`config.mk`:
```
export PLATFORM = sky130hd
export DESIGN_NAME = mult_div_unit_flat
export DESIGN_NICKNAME = d
export VERILOG_FILES = /design/src/rtl/mdu_pkg.sv /design/src/rtl/mdu_if.sv /design/src/rtl/mdu_sign_fix.sv /design/src/rtl/mult_div_unit.sv /design/src/flat_wrapper.sv
export SDC_FILE = /design/constraint.sdc
export NUM_CORES = 1
export LEC_CHECK = 0
export CAP_MARGIN = 20
export CORE_ASPECT_RATIO = 1.4
export CORE_MARGIN = 2
export CORE_UTILIZATION = 49
export CTS_BUF_LIST = sky130_fd_sc_hd__clkbuf_16
export DETAILED_ROUTE_END_ITERATION = 10
export HOLD_SLACK_MARGIN = 0.1
export MAX_ROUTING_LAYER = met4
export PLACE_DENSITY = 0.85
export SYNTH_ARGS = -nofsm -noshare
export SYNTH_HDL_FRONTEND = slang
export SYNTH_SLANG_ARGS = --single-unit
```
`constraint.sdc`:
```
create_clock -name clk -period 7.73 [get_ports clk]
set_clock_uncertainty 0.05 [all_clocks]
set_input_delay 1.546 -clock clk [delete_from_list [all_inputs] [get_ports clk]]
set_output_delay 1.546 -clock clk [all_outputs]
set_load 0.1 [all_outputs]
```
`src/rtl/mdu_pkg.sv`:
```
// mdu_pkg: shared definitions for the iterative multiply/divide unit.
//   - MDU_WIDTH : default operand/result width
//   - mdu_op_e  : operation encodings driven on the op port
//   - mdu_state_e : control FSM states
// Optional feature macro used by the unit: MDU_SIGNED_EN (signed MULT/DIV).
package mdu_pkg;

    localparam int MDU_WIDTH = 32;

    typedef enum logic [1:0] {
        MDU_MULTU = 2'b00,
        MDU_MULT  = 2'b01,
        MDU_DIVU  = 2'b10,
        MDU_DIV   = 2'b11
    } mdu_op_e;

    typedef enum logic [1:0] {
        IDLE = 2'd0,
        RUN  = 2'd1,
        FIX  = 2'd2
    } mdu_state_e;

endpackage

```
`src/rtl/mdu_if.sv`:
```
// mdu_if: request/result bundle between the pipeline and the multiply/divide unit.
//   start/op/rs_val/rt_val : operation request (rs_val/rt_val from regfile reads)
//   wr_hi/wr_lo/wr_data    : MTHI/MTLO writes
//   busy/done/div_zero     : status back to the control unit
//   hi/lo                  : result registers for MFHI/MFLO
// The master drives requests; the slave (mult_div_unit) drives status and results.
interface mdu_if #(
    parameter int WIDTH = mdu_pkg::MDU_WIDTH
);
    logic             start;
    logic [1:0]       op;
    logic [WIDTH-1:0] rs_val;
    logic [WIDTH-1:0] rt_val;
    logic             wr_hi;
    logic             wr_lo;
    logic [WIDTH-1:0] wr_data;
    logic             busy;
    logic             done;
    logic             div_zero;
    logic [WIDTH-1:0] hi;
    logic [WIDTH-1:0] lo;

    modport master (
        output start, op, rs_val, rt_val, wr_hi, wr_lo, wr_data,
        input  busy, done, div_zero, hi, lo
    );

    modport slave (
        input  start, op, rs_val, rt_val, wr_hi, wr_lo, wr_data,
        output busy, done, div_zero, hi, lo
    );
endinterface

```
`src/rtl/mdu_sign_fix.sv`:
```
// mdu_sign_fix: combinational sign handling for signed MULT/DIV.
// Only instantiated when MDU_SIGNED_EN is defined.
//   signed_op, rs_val, rt_val -> rs_abs, rt_abs, rs_neg, rt_neg  (load-time magnitudes)
//   fix_div, fix_rs_neg, fix_rt_neg, res_hi, res_lo -> fix_hi, fix_lo  (FIX-stage correction)
// Mul: the 2*WIDTH product is negated when operand signs differ.
// Div: quotient negated when signs differ; remainder follows the dividend's sign.
module mdu_sign_fix #(
    parameter int WIDTH = mdu_pkg::MDU_WIDTH
) (
    input  logic             signed_op,
    input  logic [WIDTH-1:0] rs_val,
    input  logic [WIDTH-1:0] rt_val,
    output logic [WIDTH-1:0] rs_abs,
    output logic [WIDTH-1:0] rt_abs,
    output logic             rs_neg,
    output logic             rt_neg,
    input  logic             fix_div,
    input  logic             fix_rs_neg,
    input  logic             fix_rt_neg,
    input  logic [WIDTH-1:0] res_hi,
    input  logic [WIDTH-1:0] res_lo,
    output logic [WIDTH-1:0] fix_hi,
    output logic [WIDTH-1:0] fix_lo
);

    // Two's complement negate; -(-2^(W-1)) wraps to itself, which is the
    // correct unsigned magnitude 2^(W-1).
    function automatic logic [WIDTH-1:0] cond_neg(input logic neg, input logic [WIDTH-1:0] v);
        logic signed [WIDTH-1:0] sv;
        sv = signed'(v);
        return neg ? unsigned'(-sv) : v;
    endfunction

    function automatic logic [2*WIDTH-1:0] cond_neg2(input logic neg, input logic [2*WIDTH-1:0] v);
        logic signed [2*WIDTH-1:0] sv;
        sv = signed'(v);
        return neg ? unsigned'(-sv) : v;
    endfunction

    logic [2*WIDTH-1:0] prod_fix;

    assign rs_neg = signed_op & rs_val[WIDTH-1];
    assign rt_neg = signed_op & rt_val[WIDTH-1];
    assign rs_abs = cond_neg(rs_neg, rs_val);
    assign rt_abs = cond_neg(rt_neg, rt_val);

    assign prod_fix = cond_neg2(fix_rs_neg ^ fix_rt_neg, {res_hi, res_lo});

    always_comb begin
        fix_hi = prod_fix[2*WIDTH-1:WIDTH];
        fix_lo = prod_fix[WIDTH-1:0];
        if (fix_div) begin
            fix_hi = cond_neg(fix_rs_neg, res_hi);
            fix_lo = cond_neg(fix_rs_neg ^ fix_rt_neg, res_lo);
        end
    end

endmodule

```
`src/rtl/mult_div_unit.sv`:
```
// mult_div_unit: iterative MIPS multiply/divide unit with HI/LO registers.
//   clk, rst : clock and synchronous active-high reset
//   bus      : mdu_if.slave (start/op/rs_val/rt_val request, wr_hi/wr_lo/wr_data
//              MTHI/MTLO, busy/done/div_zero status, hi/lo results)
// Operation: IDLE -> RUN (WIDTH shift-add or restoring shift-subtract steps)
// -> FIX (sign correction, result write) -> IDLE. Result and done appear
// WIDTH+1 edges after the start edge for every op.
// Config macro: MDU_SIGNED_EN enables signed MULT/DIV via mdu_sign_fix; when
// undefined op[0] is ignored and no sign logic is built.
module mult_div_unit
    import mdu_pkg::*;
#(
    parameter int WIDTH = MDU_WIDTH
) (
    input  logic clk,
    input  logic rst,
    mdu_if.slave bus
);

    localparam int CW = $clog2(WIDTH);

    mdu_state_e       state_q, state_d;
    logic [CW-1:0]    cnt_q;
    logic             done_q;
    logic             div_zero_q;
    logic [WIDTH-1:0] hi_q, lo_q;

    // Working registers: p_hi/p_lo hold the partial product (mul) or
    // remainder/quotient-dividend shift pair (div); mcand holds the
    // multiplicand or divisor magnitude.
    logic [WIDTH-1:0] p_hi_q, p_lo_q, mcand_q;
    logic             is_div_q;
    logic             dz_q;

    logic [WIDTH-1:0] rs_abs, rt_abs, fix_hi, fix_lo;
    logic [WIDTH:0]   mul_sum;
    logic [WIDTH:0]   div_trial;
    logic             div_ok;
    logic             load;

`ifdef MDU_SIGNED_EN
    logic rs_neg, rt_neg;
    logic rs_neg_q, rt_neg_q;

    mdu_sign_fix #(.WIDTH(WIDTH)) u_sign_fix (
        .signed_op  (bus.op[0]),
        .rs_val     (bus.rs_val),
        .rt_val     (bus.rt_val),
        .rs_abs     (rs_abs),
        .rt_abs     (rt_abs),
        .rs_neg     (rs_neg),
        .rt_neg     (rt_neg),
        .fix_div    (is_div_q),
        .fix_rs_neg (rs_neg_q),
        .fix_rt_neg (rt_neg_q),
        .res_hi     (p_hi_q),
        .res_lo     (p_lo_q),
        .fix_hi     (fix_hi),
        .fix_lo     (fix_lo)
    );

    always_ff @(posedge clk) begin
        if (load) begin
            rs_neg_q <= rs_neg;
            rt_neg_q <= rt_neg;
        end
    end
`else
    logic op_sign_unused;

    assign op_sign_unused = bus.op[0];
    assign rs_abs         = bus.rs_val;
    assign rt_abs         = bus.rt_val;
    assign fix_hi         = p_hi_q;
    assign fix_lo         = p_lo_q;
`endif

    assign load = (state_q == IDLE) && bus.start;

    // Mul step adds the multiplicand when the current multiplier bit is set;
    // the carry lands in bit WIDTH and is shifted back into p_hi.
    assign mul_sum = {1'b0, p_hi_q} + (p_lo_q[0] ? {1'b0, mcand_q} : '0);

    // Restoring div step: the partial remainder is always below the divisor,
    // so a set top bit of the trial difference means "borrow, keep old value".
    assign div_trial = {p_hi_q, p_lo_q[WIDTH-1]} - {1'b0, mcand_q};
    assign div_ok    = ~div_trial[WIDTH];

    always_comb begin
        state_d = state_q;
        case (state_q)
            IDLE:    if (bus.start) state_d = RUN;
            RUN:     if (cnt_q == '0) state_d = FIX;
            FIX:     state_d = IDLE;
            default: state_d = IDLE;
        endcase
    end

    // Control state and architectural result registers.
    always_ff @(posedge clk) begin
        if (rst) begin
            state_q    <= IDLE;
            cnt_q      <= '0;
            done_q     <= 1'b0;
            div_zero_q <= 1'b0;
            hi_q       <= '0;
            lo_q       <= '0;
        end else begin
            state_q <= state_d;
            done_q  <= (state_q == FIX);
            case (state_q)
                IDLE: begin
                    if (bus.start) begin
                        cnt_q <= CW'(WIDTH - 1);
                    end else begin
                        if (bus.wr_hi) hi_q <= bus.wr_data;
                        if (bus.wr_lo) lo_q <= bus.wr_data;
                    end
                end
                RUN: cnt_q <= cnt_q - 1'b1;
                FIX: begin
                    hi_q       <= fix_hi;
                    // Divide by zero reports an all-ones quotient regardless
                    // of any sign correction.
                    lo_q       <= (is_div_q && dz_q) ? '1 : fix_lo;
                    div_zero_q <= is_div_q && dz_q;
                end
                default: ;
            endcase
        end
    end

    // Datapath: loaded at the start edge, stepped once per RUN cycle.
    always_ff @(posedge clk) begin
        if (load) begin
            mcand_q  <= rt_abs;
            p_hi_q   <= '0;
            p_lo_q   <= rs_abs;
            is_div_q <= bus.op[1];
            dz_q     <= (bus.rt_val == '0);
        end else if (state_q == RUN) begin
            if (is_div_q) begin
                p_hi_q <= div_ok ? div_trial[WIDTH-1:0] : {p_hi_q[WIDTH-2:0], p_lo_q[WIDTH-1]};
                p_lo_q <= {p_lo_q[WIDTH-2:0], div_ok};
            end else begin
                {p_hi_q, p_lo_q} <= {mul_sum, p_lo_q[WIDTH-1:1]};
            end
        end
    end

    assign bus.busy     = (state_q != IDLE);
    assign bus.done     = done_q;
    assign bus.div_zero = div_zero_q;
    assign bus.hi       = hi_q;
    assign bus.lo       = lo_q;

endmodule

```
`src/flat_wrapper.sv`:
```
// flat-port wrapper written by rule: the top's interface ports become plain ports
module mult_div_unit_flat import mdu_pkg::*;
#(
    parameter int WIDTH = MDU_WIDTH
)
  (clk, rst, bus_start, bus_op, bus_rs_val, bus_rt_val, bus_wr_hi, bus_wr_lo, bus_wr_data, bus_busy, bus_done, bus_div_zero, bus_hi, bus_lo);
  mdu_if #(.WIDTH(WIDTH)) bus_i ();
  input  logic clk;
  input  logic rst;
  input wire logic [$bits(bus_i.start)-1:0] bus_start;
  input wire logic [$bits(bus_i.op)-1:0] bus_op;
  input wire logic [$bits(bus_i.rs_val)-1:0] bus_rs_val;
  input wire logic [$bits(bus_i.rt_val)-1:0] bus_rt_val;
  input wire logic [$bits(bus_i.wr_hi)-1:0] bus_wr_hi;
  input wire logic [$bits(bus_i.wr_lo)-1:0] bus_wr_lo;
  input wire logic [$bits(bus_i.wr_data)-1:0] bus_wr_data;
  output wire logic [$bits(bus_i.busy)-1:0] bus_busy;
  output wire logic [$bits(bus_i.done)-1:0] bus_done;
  output wire logic [$bits(bus_i.div_zero)-1:0] bus_div_zero;
  output wire logic [$bits(bus_i.hi)-1:0] bus_hi;
  output wire logic [$bits(bus_i.lo)-1:0] bus_lo;
  assign bus_i.start = bus_start;
  assign bus_i.op = bus_op;
  assign bus_i.rs_val = bus_rs_val;
  assign bus_i.rt_val = bus_rt_val;
  assign bus_i.wr_hi = bus_wr_hi;
  assign bus_i.wr_lo = bus_wr_lo;
  assign bus_i.wr_data = bus_wr_data;
  assign bus_busy = bus_i.busy;
  assign bus_done = bus_i.done;
  assign bus_div_zero = bus_i.div_zero;
  assign bus_hi = bus_i.hi;
  assign bus_lo = bus_i.lo;
  mult_div_unit #(.WIDTH(WIDTH)) u_core (.clk(clk), .rst(rst), .bus(bus_i));
endmodule
```
# Yosys cells after proc, flatten, opt, wreduce, memory -nomap -nowiden
# Index checks and enable logic that the tools add are counted.
# word_totals
reg_bits	171
input_bits	103
out_inout_bits	67
elab_cells	53
# op_classes
n_addsub	3
n_eq_ne	7
muxes	18
bitwise	1
n_reduce_logical	13
# op_table
op	count
two-way mux 32 bit	11
case mux 32 bit (2 select lines)	2
adder 32 x 33 -> 33 bit	1
subtractor 33 x 32 -> 33 bit	1
zero test 32 bit	1
case mux 5 bit (2 select lines)	1
!= test 2 bit, second input constant	4
nonzero test 2 bit	4
AND reduction 3 bit	2
zero test 5 bit	1
two-way mux 5 bit	1
subtractor 5 x 1 -> 5 bit, second input constant	1
two-way mux 2 bit	2
case mux 2 bit (2 select lines)	1
AND reduction 2 bit	2
== test 2 x 1 -> 1 bit, second input constant	1
== test 2 bit, second input constant	1
logical AND 1 bit	2
zero test 2 bit	1
!= test 2 x 1 -> 1 bit, second input constant	1
NOT 1 bit	1

# Depth between registers and ports, before layout
# Gate-level depths: netlist of the first run.
# depth
depth_word	5
depth_mapped	14
depth_no_buf	12

# Worst setup path after synthesis of the first run
# OpenSTA, ideal clock, no wires.
# synth_path
path_kind	input-to-reg
from	input port bus_start
to	register u_core.dz_q (enable)
arrival_time_ns	2.918
path_slack_ns	4.350
stages	3
n_path_buf	1
path_cell_list	nand2_1 -> clkinv_1 -> clkbuf_1
# synth_via
elab_chain_len	1
# synth_lines
item	line_no	rtl
from (decl)	flat_wrapper.sv:10	input wire logic [$bits(bus_i.start)-1:0] bus_start;
logical AND 1 bit	mult_div_unit.sv:78	assign load = (state_q == IDLE) && bus.start;
net u_core.load	mult_div_unit.sv:39	logic load;
to (signal assigned)	mult_div_unit.sv:140	dz_q <= (bus.rt_val == '0);
to (decl)	mult_div_unit.sv:33	logic dz_q;
# The timed path passes the listed nets, and every way through them passes these cells.
# A chain may end at the register's enable or synchronous reset.

# Worst setup path after layout of the first run
# layout_path
from	register u_core.p_lo_q[0] (netlist: u_core.fix_lo[0])
to	register u_core.p_hi_q[29] (netlist: u_core.fix_hi[29])
# layout_via
elab_chain_len	3
# layout_lines
item	line_no	rtl
from (decl)	mult_div_unit.sv:31	logic [WIDTH-1:0] p_hi_q, p_lo_q, mcand_q;
from (signal assigned)	mult_div_unit.sv:138	p_lo_q <= rs_abs;
from (signal assigned)	mult_div_unit.sv:144	p_lo_q <= {p_lo_q[WIDTH-2:0], div_ok};
from (signal assigned)	mult_div_unit.sv:146	{p_hi_q, p_lo_q} <= {mul_sum, p_lo_q[WIDTH-1:1]};
two-way mux 32 bit	mult_div_unit.sv:82	assign mul_sum = {1'b0, p_hi_q} + (p_lo_q[0] ? {1'b0, mcand_q} : '0);
adder 32 x 33 -> 33 bit	mult_div_unit.sv:82	
two-way mux 32 bit	mult_div_unit.sv:142	if (is_div_q) begin
to (signal assigned)	mult_div_unit.sv:143	p_hi_q <= div_ok ? div_trial[WIDTH-1:0] : {p_hi_q[WIDTH-2:0], p_lo_q[WIDTH-1]};
to (signal assigned)	mult_div_unit.sv:146	
to (decl)	mult_div_unit.sv:31	
# Every way passes these cells.

==> flow_results.org, run 1 <==
** Worst hold path
- In this run the worst hold path is classified as reg2reg.

** Global routing
- Global-route wire length before repair :: between 50 and 60 mm
- Number of global-route vias before repair :: approximately 10000
- Pin count of the biggest net entering global routing :: 84
- Antenna violations before repair :: 0
- Summed over all layers, the global routing overflow is 0.
- Overall fraction of global-route tracks in use :: between 20% and 30%

** Clocking
- Clock insertion delay at the later pin of the skew report :: 0.44 ns
- Sink count of the clock tree :: roughly 170
- Total clock buffers created by CTS :: 17
- Hold-fix buffers, CTS :: 0
- In this run the number of H-tree levels came out at 4.
- # Post-CTS Setup Buffers :: 0
- In this run the clock root is driven by a sky130_fd_sc_hd__clkbuf_16.
- After clock tree synthesis, the clock-pin slew on the worst setup and hold paths is 0.07 ns.
- CTS tree :: done
- Maximum clock insertion buffer count :: 2
- Post-CTS repair changed the size of 0 cells.

** Synth
- The synthesized netlist occupies a cell area of around 0.011 mm2.
- Share of the yosys chip area belonging to registers :: about 36%
- Netlist cell types :: 79
- Post-synthesis sequential element count :: 171
- Syn Nets :: approximately 1500
- The Yosys step of the flow raised 0 warnings.
- EDFF count, synth :: 66
- In the synthesized netlist, the number of instances is about 1300.
- Syn_area_per_cell :: approximately 8.8 um2
- In the synthesized netlist the async set-or-reset flop fraction comes to 0%.
- Primary FF master, synth :: sky130_fd_sc_hd__dfxtp_1

** Cells and area
- The net count of the finished layout is ~1600.
- The layout has roughly 1900 filler cells.
- In the final layout, the share of cells above drive strength 1 is under 10%.
- Registers take approximately 0.0041 mm2.
- Cell area after layout :: 0.0138 mm2
- The number of antenna diodes in the final layout is 0.
- Total area of multi-input combinational cells :: just under 0.007 mm2
- The area growth from synthesis to layout is 20.9%.

** Detailed routing
- Drt total wl :: approximately 35 mm
- In this run the remaining antenna-violating nets after routing total 0.
- Routed vias/inst :: roughly 6.2
- In this run, the number of DRC markers left after iteration 0 of detailed routing was approximately 1300.
- Detail-routed net length per standard cell :: 20.2 um
- Top layer in use :: met4
- Met2 routed WL :: between 15 and 20 mm
- WL met3 :: approximately 2.5 mm
- Routed via count :: about 11000
- Pre-antenna DRT Iters :: 6
- Count of unresolved DRC violations after routing :: 0
- Metal-1 WL :: 13.5 mm

** Place
- Detailed placement ended at an HPWL of about 26 mm.
- Gpl congestion :: 1.02
- Buffers placed on the I/O ports in this run total about 170.
- Before CTS, the worst setup slack after placement is 3.22 ns.
- Once placement finished, the instance area stood at ~0.013 mm2.

** Worst setup path
- Traced cell by cell, the critical path runs through and2_1 > ha_1 > fa_1 > a211oi_1 > nor2_1 > a21oi_1 > a21oi_1 > a311oi_1 > o21ai_0 > a31oi_1 > xor2_1 > o211ai_1.
- Type of the worst setup path :: reg2reg
- Data required time at the worst endpoint :: 7.99 ns
- The most numerous cell type found on the critical path is sky130_fd_sc_hd__a21oi_1.
- On the worst path, the slowest cell contributes a delay of 0.79 ns.
- STA classifies the critical path endpoint as a register.
- Data arrives at the worst endpoint at between 4 and 5 ns.
- Startpoint type of the worst setup path :: register
- Critical-path top delay cell :: sky130_fd_sc_hd__edfxtp_1
- Worst-path fanout max :: 34

** Power and ir drop
- Overall power after layout :: 3.49 mW
- Power density over the cells :: approximately 250 mW/mm2
- Summed over all cells, the static leakage comes to 5.55 nW.
- Worst vdd rail ir drop :: between 0.0001 and 0.00015 V

** Timing
- The count of pins over their slew limit was 0.
- The count of final hold-check violations was 0.
- Fin crit share :: a little over half
- Setup violations remaining at the end of the flow were counted as 0.
- Measured against its own limit, the worst slew margin works out to around 25%.
- Setup slack closes at between 3 and 4 ns.
- Adding up every negative setup slack in the final design gives 0 ns.
- Setup repair after global routing missed its margin :: no
- For the pin with the worst max-slew slack, the measured transition is approximately 1.1 ns.
- Time the final worst path needs with I/O delays and setup :: about 4.2 ns
- Top achievable clock speed :: about 240 MHz

** Floorplanning
- Vertical die dimension :: 184 um
- From left edge to right edge, the die measures about 130 um.
- The die covers 0.0245 mm2.
- The core region is around 0.023 mm2.
- The initial utilization of the core area, before any placement, comes to about half.
- 170 I/O pins were placed.
- In this run the core area contains 66 standard-cell rows.

** Run status
- The run finished with clean final reports.

** Flow run
- Max-cap viol count :: 0
-- area by class of cell --
class / count / area share, %
Clock inverter: 14 / 0.727
Tap cell: 306 / 2.78
Multi-Input combinational cell: 996 / 49.5
Clock buffer: 18 / 3.27
Inverter: 50 / 1.37
Sequential cell: 171 / 29.7
Timing Repair Buffer: 178 / 12.7
-- cell usage after synthesis, types with 13 or more instances --
| master | n | area, um2 |
|---|---|---|
| sky130_fd_sc_hd__a211oi_1 | 45 | 338 |
| sky130_fd_sc_hd__a21o_1 | 33 | 248 |
| sky130_fd_sc_hd__a21oi_1 | 94 | 470 |
| sky130_fd_sc_hd__a311oi_1 | 23 | 201 |
| sky130_fd_sc_hd__and2_1 | 36 | 225 |
| sky130_fd_sc_hd__and3_1 | 13 | 81.3 |
| sky130_fd_sc_hd__clkbuf_1 | 55 | 206 |
| sky130_fd_sc_hd__dfxtp_1 | 105 | 2100 |
| sky130_fd_sc_hd__edfxtp_1 | 66 | 1980 |
| sky130_fd_sc_hd__ha_1 | 66 | 826 |
| sky130_fd_sc_hd__inv_1 | 49 | 184 |
| sky130_fd_sc_hd__mux2i_1 | 78 | 781 |
| sky130_fd_sc_hd__nand2_1 | 126 | 473 |
| sky130_fd_sc_hd__nand2b_1 | 13 | 81.3 |
| sky130_fd_sc_hd__nand3_1 | 14 | 70.1 |
| sky130_fd_sc_hd__nor2_1 | 113 | 424 |
| sky130_fd_sc_hd__nor3_1 | 16 | 80.1 |
| sky130_fd_sc_hd__o21a_1 | 14 | 105 |
| sky130_fd_sc_hd__o21ai_0 | 87 | 435 |
| sky130_fd_sc_hd__o221ai_1 | 21 | 184 |
| sky130_fd_sc_hd__xnor2_1 | 21 | 184 |
| sky130_fd_sc_hd__xor2_1 | 23 | 201 |
-- report_power, final --
| group | switching (mW) | internal (mW) |
|---|---|---|
| Sequential | 0.155 | 1.07 |
| Clock | 0.378 | 0.431 |
| Combinational | 0.899 | 0.560 |
| Total | 1.43 | 2.06 |
-- routing by layer --
metal | up-vias | GRT usage, %
met1 | 5013 | 33.2
met5 | - | -
li1 | 5007 | -
met4 | 0 | 17.9
met2 | 536 | 48.3
met3 | 113 | 4.59
-- final timing paths --
path / from / end / slack (ns) / depth (start not counted)
worst max-delay path: u_core.fix_lo[0]$_DFFE_PP_ / u_core.fix_hi[29]$_SDFFE_PP0P_ / 3.54 / 12
worst min register to register: u_core.bus.div_zero$_SDFFE_PP0P_ / u_core.bus.div_zero$_SDFFE_PP0P_ / 0.41 / 2
worst min-delay path: u_core.bus.div_zero$_SDFFE_PP0P_ / u_core.bus.div_zero$_SDFFE_PP0P_ / 0.41 / 2
worst max register to register: u_core.fix_lo[0]$_DFFE_PP_ / u_core.fix_hi[29]$_SDFFE_PP0P_ / 3.54 / 12
-- cell families (layout without fill, tap and decap cells) --
family	after synthesis	after routing	synth area share, %
fa+ha+maj	68	68	7.61
simple gates	393	393	16.4
flops	171	171	35.9
compound gates	404	404	24.5
mux	87	87	7.85
buf+inv	122	260	4.41
xor+xnor	44	44	3.39
-- registers in the layout, summed over array words and instances (netlist names) --
name / flops
u_core.bus.done: 1
u_core.is_div_q: 1
u_core.bus.lo: 32
u_core.dz_q: 1
u_core.cnt_q: 5
u_core.fix_hi: 32
u_core.bus.div_zero: 1
u_core.mcand_q: 32
u_core.bus.hi: 32
u_core.fix_lo: 32
u_core.state_q: 2
-- cell usage in the layout (no fill, tap or decap), types with 9 or more instances in the layout --
cell type / netlist / final
sky130_fd_sc_hd__a211oi_1: 45 / 45
sky130_fd_sc_hd__a21o_1: 33 / 33
sky130_fd_sc_hd__a21oi_1: 94 / 94
sky130_fd_sc_hd__a311oi_1: 23 / 23
sky130_fd_sc_hd__a31oi_1: 9 / 9
sky130_fd_sc_hd__and2_1: 36 / 36
sky130_fd_sc_hd__and3_1: 13 / 12
sky130_fd_sc_hd__buf_4: 0 / 10
sky130_fd_sc_hd__clkbuf_16: 0 / 18
sky130_fd_sc_hd__clkdlybuf4s50_1: 0 / 167
sky130_fd_sc_hd__dfxtp_1: 105 / 105
sky130_fd_sc_hd__edfxtp_1: 66 / 66
sky130_fd_sc_hd__ha_1: 66 / 66
sky130_fd_sc_hd__inv_1: 49 / 52
sky130_fd_sc_hd__mux2i_1: 78 / 78
sky130_fd_sc_hd__nand2_1: 126 / 126
sky130_fd_sc_hd__nand2b_1: 13 / 12
sky130_fd_sc_hd__nand3_1: 14 / 14
sky130_fd_sc_hd__nand4_1: 12 / 12
sky130_fd_sc_hd__nor2_1: 113 / 112
sky130_fd_sc_hd__nor2b_1: 12 / 10
sky130_fd_sc_hd__nor3_1: 16 / 16
sky130_fd_sc_hd__nor4_1: 12 / 12
sky130_fd_sc_hd__o211ai_1: 11 / 11
sky130_fd_sc_hd__o21a_1: 14 / 14
sky130_fd_sc_hd__o21ai_0: 87 / 87
sky130_fd_sc_hd__o21ai_1: 10 / 10
sky130_fd_sc_hd__o221ai_1: 21 / 21
sky130_fd_sc_hd__xnor2_1: 21 / 21
sky130_fd_sc_hd__xor2_1: 23 / 23
-- critical path: cells and delay by family (launching register included) --
| family | cells | cell delay (ns) |
|---|---|---|
| adder cells (fa/ha/maj) | 2 | 0.71 |
| flip-flops | 1 | 0.79 |
| AO/OA/AOI/OAI | 7 | 1.84 |
| AND/OR/NAND/NOR | 2 | 0.44 |
| XOR/XNOR | 1 | 0.21 |
-- through the flow --
stage,utilization [%],cells,hold WS [ns]
6_report,59.8,1733,0.406
4_1_cts,59.8,1733,0.408
3_5_place_dp,57.4,1701,0.399
2_1_floorplan,-,1289,0.384
5_1_grt,59.8,1733,0.428
3_3_place_gp,57.4,1701,0.388
No activity file was read; power rests on OpenSTA's default activity.
==> run 2, diff against run 1 <==
==> constraint.sdc (replaced) <==
create_clock -name clk -period 3.9 [get_ports clk]
set_clock_uncertainty 0.05 [all_clocks]
set_input_delay 0.78 -clock clk [delete_from_list [all_inputs] [get_ports clk]]
set_output_delay 0.78 -clock clk [all_outputs]
set_load 0.1 [all_outputs]
==> flow_results.org, run 2 (synthesis results as in run 1) <==
** Run status
- The flow ran to the end, and the final reports show no timing, DRC or antenna violations.

** Cells and area
- The library cell used most frequently in the layout, excluding fill and tap cells, is sky130_fd_sc_hd__clkdlybuf4s50_1.
- 0 antenna diodes ended up in the layout.
- The multi-input combinational cells in the finished layout cover a total of about 0.007 mm2.
- Fraction of layout cells with a size suffix above 1 :: ~6.5%
- In the final layout, flip-flops and latches occupy roughly 0.004 mm2.
- Fin nets :: between 1500 and 2000
- Most frequent cells in the layout :: sky130_fd_sc_hd__clkdlybuf4s50_1, sky130_fd_sc_hd__nand2_1, sky130_fd_sc_hd__nor2_1
- The filler cells instantiated in the layout total 1881.
- Post-layout util :: between 60 and 70%
- The area growth from synthesis to layout is 21.9%.

** Worst setup path
- STA classifies the critical path startpoint as a register.
- Most Frequent Cell on Critical Path :: sky130_fd_sc_hd__a21oi_1
- The kind of cell with the highest combined delay along the critical path is compound AO/OA/AOI/OAI gates.
- Critical-path top delay cell :: sky130_fd_sc_hd__fa_1
- Worst-path fanout max :: 33
- Type of the worst setup path :: reg2reg
- Worst reg2reg startpoint :: u_core.fix_lo[0]$_DFFE_PP_
- The worst register-to-register path has a setup slack of approximately 0.25 ns.
- At the worst endpoint, the arrival time is 3.91 ns.
- Counting both buffers and inverters, the worst setup path holds a total of 1.
- STA puts the critical path data required time at ~4.2 ns.
- STA classifies the critical path endpoint as a register.
- Launching instance or port of the critical path :: u_core.fix_lo[0]$_DFFE_PP_
- Critical path cell sequence :: buf_12 > and2_1 > ha_1 > fa_1 > a211oi_1 > nor2_1 > a21oi_1 > a21oi_1 > a311oi_1 > o21ai_0 > a31oi_1 > xor2_1 > o211ai_1
- CP peak stage delay :: around 0.47 ns

** Detailed routing
- Summing over every cut layer, the via total after detailed routing is roughly 11000.
- Before antenna repair, the detailed router went through 6 iterations.
- The detail route stage leaves a number of antenna-violating nets equal to 0.
- After detailed routing, the number of remaining DRC violations is 0.
- Drt total wl :: 35.5 mm
- In the routed layout, each cell is associated on average with a via count of 6.12.
- After detailed routing, the average wire length per cell comes to slightly above 20 um.
- For this block, the initial DRC count from the detailed router was 947.

** Clocking
- Clock tree synthesis found a total of 171 sinks.
- Total clock buffers created by CTS :: 17
- # Post-CTS Setup Buffers :: 0
- Clock slew at reported path FFs :: around 0.07 ns
- The clock passes through at most 2 buffers.
- Clock insertion delay at the later pin of the skew report :: between 0.4 and 0.5 ns
- The H-tree generated during clock tree synthesis spans 4 levels.
- CTS-repair resized insts :: 0
- In this run the clock root is driven by a sky130_fd_sc_hd__clkbuf_16.
- Hold-fix buffers, CTS :: 0
- TritonCTS built the clock tree.

** Global routing
- Number of global-route vias before repair :: 10300
- The layer flagged by global routing as most heavily used is met2.
- Overall fraction of global-route tracks in use :: around 30%
- Pin count of the biggest net entering global routing :: 71
- Antenna violations before repair :: 0
- For this run, global-route usage on met2 was measured as between 50 and 60%.
- Fraction of met3 tracks used by global routing :: 3.85%
- In the global route stage, met1 resource usage came out at 33.7%.
- The first global-routing pass estimated around 56 mm of wire.
- Total overflow reported by the global router :: 0

** Power and ir drop
- Power density over the cells :: around 500 mW/mm2
- In this run the static leakage power is between 5 and 6 nW.
- Overall power after layout :: 6.97 mW
- Across the VDD grid, the largest voltage drop is between 0.0003 and 0.0004 V.

** Timing
- The tightest hold path in the finished design has a slack of approximately 0.41 ns.
- The count of final hold-check violations was 0.
- Top achievable clock speed :: ~270 MHz
- Setup repair after global routing left no endpoint under its margin.
- Counting I/O delays and the setup requirement, the final critical path takes between 3 and 4 ns.
- Max_slew headroom :: about 33%
- Fin Setup TNS :: 0 ns
- The final critical path takes up approximately 93% of the cycle.
- Setup violations remaining at the end of the flow were counted as 0.
- Final Max Tran Viols :: 0
- At the pin with the least slew margin, the transition time is 1.00 ns.

** Floorplanning
- Die Footprint :: 0.0245 mm2
- In this run the count of I/O pins placed on the die edge is 170.
- Vertical die dimension :: between 150 and 200 um
- Initial Util :: roughly half
- FP Rows :: 66
- The die is 133 um wide.
- Floorplan core area :: 0.0230 mm2

** Worst hold path
- The path class of the tightest hold or removal check is reg2reg.
- Hold path start :: u_core.bus.lo[24]$_SDFFE_PP0P_

** Place
- Placed wire-length estimate :: 27.0 mm
- Gpl congestion :: 0.972
- Port buffering added 168 buffers.

** Flow run
- Max-cap viol count :: 0
run 2: final cells by class:
| cell class | instances | share of cell area, % |
|---|---|---|
| Multi-Input combinational cell | 996 | 49.1 |
| Sequential cell | 171 | 29.4 |
| Clock inverter | 14 | 0.649 |
| Timing Repair Buffer | 191 | 13.5 |
| Inverter | 50 | 1.36 |
| Clock buffer | 18 | 3.25 |
| Tap cell | 306 | 2.76 |
run 2: worst paths after layout:
kind / cells after the start / endpoint
worst max register to register: 13 / u_core.fix_hi[29]$_SDFFE_PP0P_
worst min register to register: 2 / u_core.bus.lo[24]$_SDFFE_PP0P_
worst min-delay path: 2 / u_core.bus.lo[24]$_SDFFE_PP0P_
worst max-delay path: 13 / u_core.fix_hi[29]$_SDFFE_PP0P_
run 2: metrics by stage:
stage	instance area, um2	setup WS, ns	std cells
5_1_grt	13900	0.0927	1746
2_1_floorplan	11400	0.758	1289
6_report	13900	0.254	1746
3_5_place_dp	13300	0.365	1714
3_3_place_gp	13300	0.376	1714
4_1_cts	13900	0.329	1746
run 2: worst reg2reg max path, stage by stage (launching register included):
cell and delay, ns:
sky130_fd_sc_hd__edfxtp_1 0.43, sky130_fd_sc_hd__buf_12 0.19, sky130_fd_sc_hd__and2_1 0.16, sky130_fd_sc_hd__ha_1 0.23
sky130_fd_sc_hd__fa_1 0.47, sky130_fd_sc_hd__a211oi_1 0.26, sky130_fd_sc_hd__nor2_1 0.13, sky130_fd_sc_hd__a21oi_1 0.18
sky130_fd_sc_hd__a21oi_1 0.16, sky130_fd_sc_hd__a311oi_1 0.46, sky130_fd_sc_hd__o21ai_0 0.24, sky130_fd_sc_hd__a31oi_1 0.28
sky130_fd_sc_hd__xor2_1 0.17, sky130_fd_sc_hd__o211ai_1 0.09
run 2: power by group:
part / switching (mW) / internal, mW / total, mW
sequential: 0.279 / 2.12 / 2.40
clock: 0.745 / 0.849 / 1.59
combinational: 1.82 / 1.15 / 2.97
run 2: layer usage:
metal  vias up  share of wire [%]
li1       5051                  -
met1      4996                 39
met2       525                 48
met5         -                  0
met4         0                6.2
met3       107                6.8
==> run 3, diff against run 2 <==
--- a/config.mk
+++ b/config.mk
@@ -9,7 +9,7 @@
 export CORE_ASPECT_RATIO = 1.4
 export CORE_MARGIN = 2
 export CORE_UTILIZATION = 49
-export CTS_BUF_LIST = sky130_fd_sc_hd__clkbuf_16
+export CTS_BUF_LIST = sky130_fd_sc_hd__clkbuf_8
 export DETAILED_ROUTE_END_ITERATION = 10
 export HOLD_SLACK_MARGIN = 0.1
 export MAX_ROUTING_LAYER = met4
==> flow_results.org, run 3 (synthesis results as in run 1) <==
** Run status
- Status :: complete, no violations

** Clocking
- Total clock buffers created by CTS :: 17
- The clock passes through at most 2 buffers.
- Buffers added to address setup during post-CTS repair amount to 0.
- Buffers inserted to repair hold after CTS numbered 0.
- Clock tree synthesis selected as its root buffer the cell sky130_fd_sc_hd__clkbuf_8.
- Max H-tree Level :: 4
- Clock insertion delay at the later pin of the skew report :: around 0.5 ns
- After clock tree synthesis, the clock-pin slew on the worst setup and hold paths is 0.09 ns.
- CTS tree :: done
- CTS-repair resized insts :: 0
- Counting every sink on the clock net gives around 170.

** Cells and area
- Most frequent cells in the layout :: sky130_fd_sc_hd__clkdlybuf4s50_1, sky130_fd_sc_hd__nand2_1, sky130_fd_sc_hd__nor2_1
- Once layout is complete, the utilization of the core stands at slightly below 60%.
- Once layout is complete, the cells apart from fillers number roughly 1700.
- Leading cell type in the layout, fill and taps excluded :: sky130_fd_sc_hd__clkdlybuf4s50_1
- The number of antenna diodes in the final layout is 0.
- Layout Area Growth over Synthesis :: 20.6%
- The net count of the finished layout is 1598.
- Cell area after layout :: roughly 0.014 mm2
- Fraction of layout cells with a size suffix above 1 :: 6.67%

** Timing
- Worst slew pin tran :: around 1.0 ns
- Setup violation total in the final timing report :: 0
- Headroom to the max-slew limit came out at roughly 33%.
- On the final layout, the worst hold slack is 0.412 ns.
- Time the final worst path needs with I/O delays and setup :: about 3.6 ns
- Fin crit share :: about 93%
- Final hold violation count :: 0
- Final Max Tran Viols :: 0
- Static timing analysis puts the maximum clock frequency at about 280 MHz.
- Final critical-path setup slack :: approximately 0.26 ns
- Setup repair after global routing left no endpoint under its margin.
- For the final routed database, the setup TNS stands at 0 ns.

** Worst setup path
- The worst setup path is of the reg2reg kind.
- Setup crit end kind :: register
- STA classifies the critical path startpoint as a register.
- In this design, the critical path's most frequently occurring cell is sky130_fd_sc_hd__a21oi_1.
- Walking the worst path, the cells encountered are buf_12 > and2_1 > ha_1 > fa_1 > a211oi_1 > nor2_1 > a21oi_1 > a21oi_1 > a311oi_1 > o21ai_0 > a31oi_1 > xor2_1 > o211ai_1.
- Worst-path fanout max :: 33
- CP peak stage delay :: 0.46 ns
- STA puts the critical path data arrival time at between 3 and 4 ns.
- Critical-path top delay cell :: sky130_fd_sc_hd__fa_1
- Data on the critical path is required at its endpoint by between 4 and 5 ns.

** Place
- Before CTS, the worst setup slack after placement is about 0.36 ns.
- In this run the cell area measured after placement is ~0.013 mm2.
- Placed wire-length estimate :: 27.0 mm
- Port Buffers :: approximately 170
- Routability-driven placement finished with a final weighted congestion of slightly below 1.
- # placed instances :: approximately 1700

** Global routing
- Overall fraction of global-route tracks in use :: between 20 and 30%
- Number of global-route vias before repair :: 10300
- Entering global routing, the biggest net connects slightly above 70 pins.
- Total overflow reported by the global router :: 0
- The first global-routing pass estimated between 50 and 60 mm of wire.
- The number of antenna violations at the first check in global routing came to 0.

** Power and ir drop
- Static Leakage :: around 5.5 nW
- IR analysis of the VDD net gives a maximum drop of ~0.00026 V.
- Dividing total power by cell area gives a power density of 482 mW/mm2.
- Overall power after layout :: about 6.6 mW

** Flow run
- Max-cap violations in this run came to 0.

** Detailed routing
- The final layout contains routed wiring with a total length of around 35 mm.
- After detailed routing, the number of remaining DRC violations is 0.
- Detailed routing inserted a total of 10600 vias.
- Using the TritonRoute via totals, the vias-per-cell ratio works out to 6.08.
- Starting DRT DRC Count :: between 900 and 1000
- Detail-routed net length per standard cell :: 20.2 um
- ANT nets after route :: 0
- The first TritonRoute pass finished after 5 iterations.

** Worst hold path
- The tightest min-delay check is of the reg2reg type.

** Floorplanning
- between 150 and 200 I/O pins were placed.
- Die Footprint :: around 0.024 mm2
- Overall die width :: between 100 and 150 um
- Initial Util :: between 40% and 50%
- Measured along the y axis, the die boundary spans roughly 180 um.
- The floorplan has 66 rows.
- The core region is approximately 0.023 mm2.
[run 3: cell types whose count changed in the layout (fill, tap and decap cells not counted), sizes merged]
cell    delta
clkinv     -3
clkbuf     +2
bufinv     +1
[run 3: final cells by class]
class,instances,area [um2]
Clock buffer,20,275
Clock inverter,12,109
Fill cell,1912,9320
Inverter,50,189
Multi-Input combinational cell,996,6810
Sequential cell,171,4080
Tap cell,306,383
Timing Repair Buffer,191,1870
[run 3: power breakdown]
group          switching (mW)  leakage (nW)  internal (mW)  total [mW]
Sequential              0.280          1.51           2.12        2.40
Combinational            1.82          3.82           1.15        2.96
Clock                   0.695         0.202          0.561        1.26
Total                    2.79          5.53           3.83        6.62
[run 3: layer usage]
metal  routed length, um  track usage (%)  part of all wire, %  up-vias
li1                    -                -                    -     5046
met2               17200             49.9                   49      514
met5                   0                -                    0        -
met1               13600             32.7                   39     4957
met4                2180             18.3                  6.2        0
met3                2300             4.24                  6.5      103
[run 3: worst max-delay path, delay by kind of cell (launching register included)]
kind            cells  cell delay [ns]
flops               1             0.44
compound gates      7             1.67
xor+xnor            1             0.17
buf+inv             1             0.19
simple gates        2             0.28
fa+ha+maj           2             0.69
[run 3: worst paths after layout]
check                           slack [ns]  cells after the start                             end                      startpoint
worst min register to register        0.41                      2  u_core.bus.lo[24]$_SDFFE_PP0P_  u_core.bus.lo[24]$_SDFFE_PP0P_
worst min-delay path                  0.41                      2  u_core.bus.lo[24]$_SDFFE_PP0P_  u_core.bus.lo[24]$_SDFFE_PP0P_
worst max-delay path                  0.26                     13  u_core.fix_hi[29]$_SDFFE_PP0P_      u_core.fix_lo[0]$_DFFE_PP_
worst max register to register        0.26                     13  u_core.fix_hi[29]$_SDFFE_PP0P_      u_core.fix_lo[0]$_DFFE_PP_
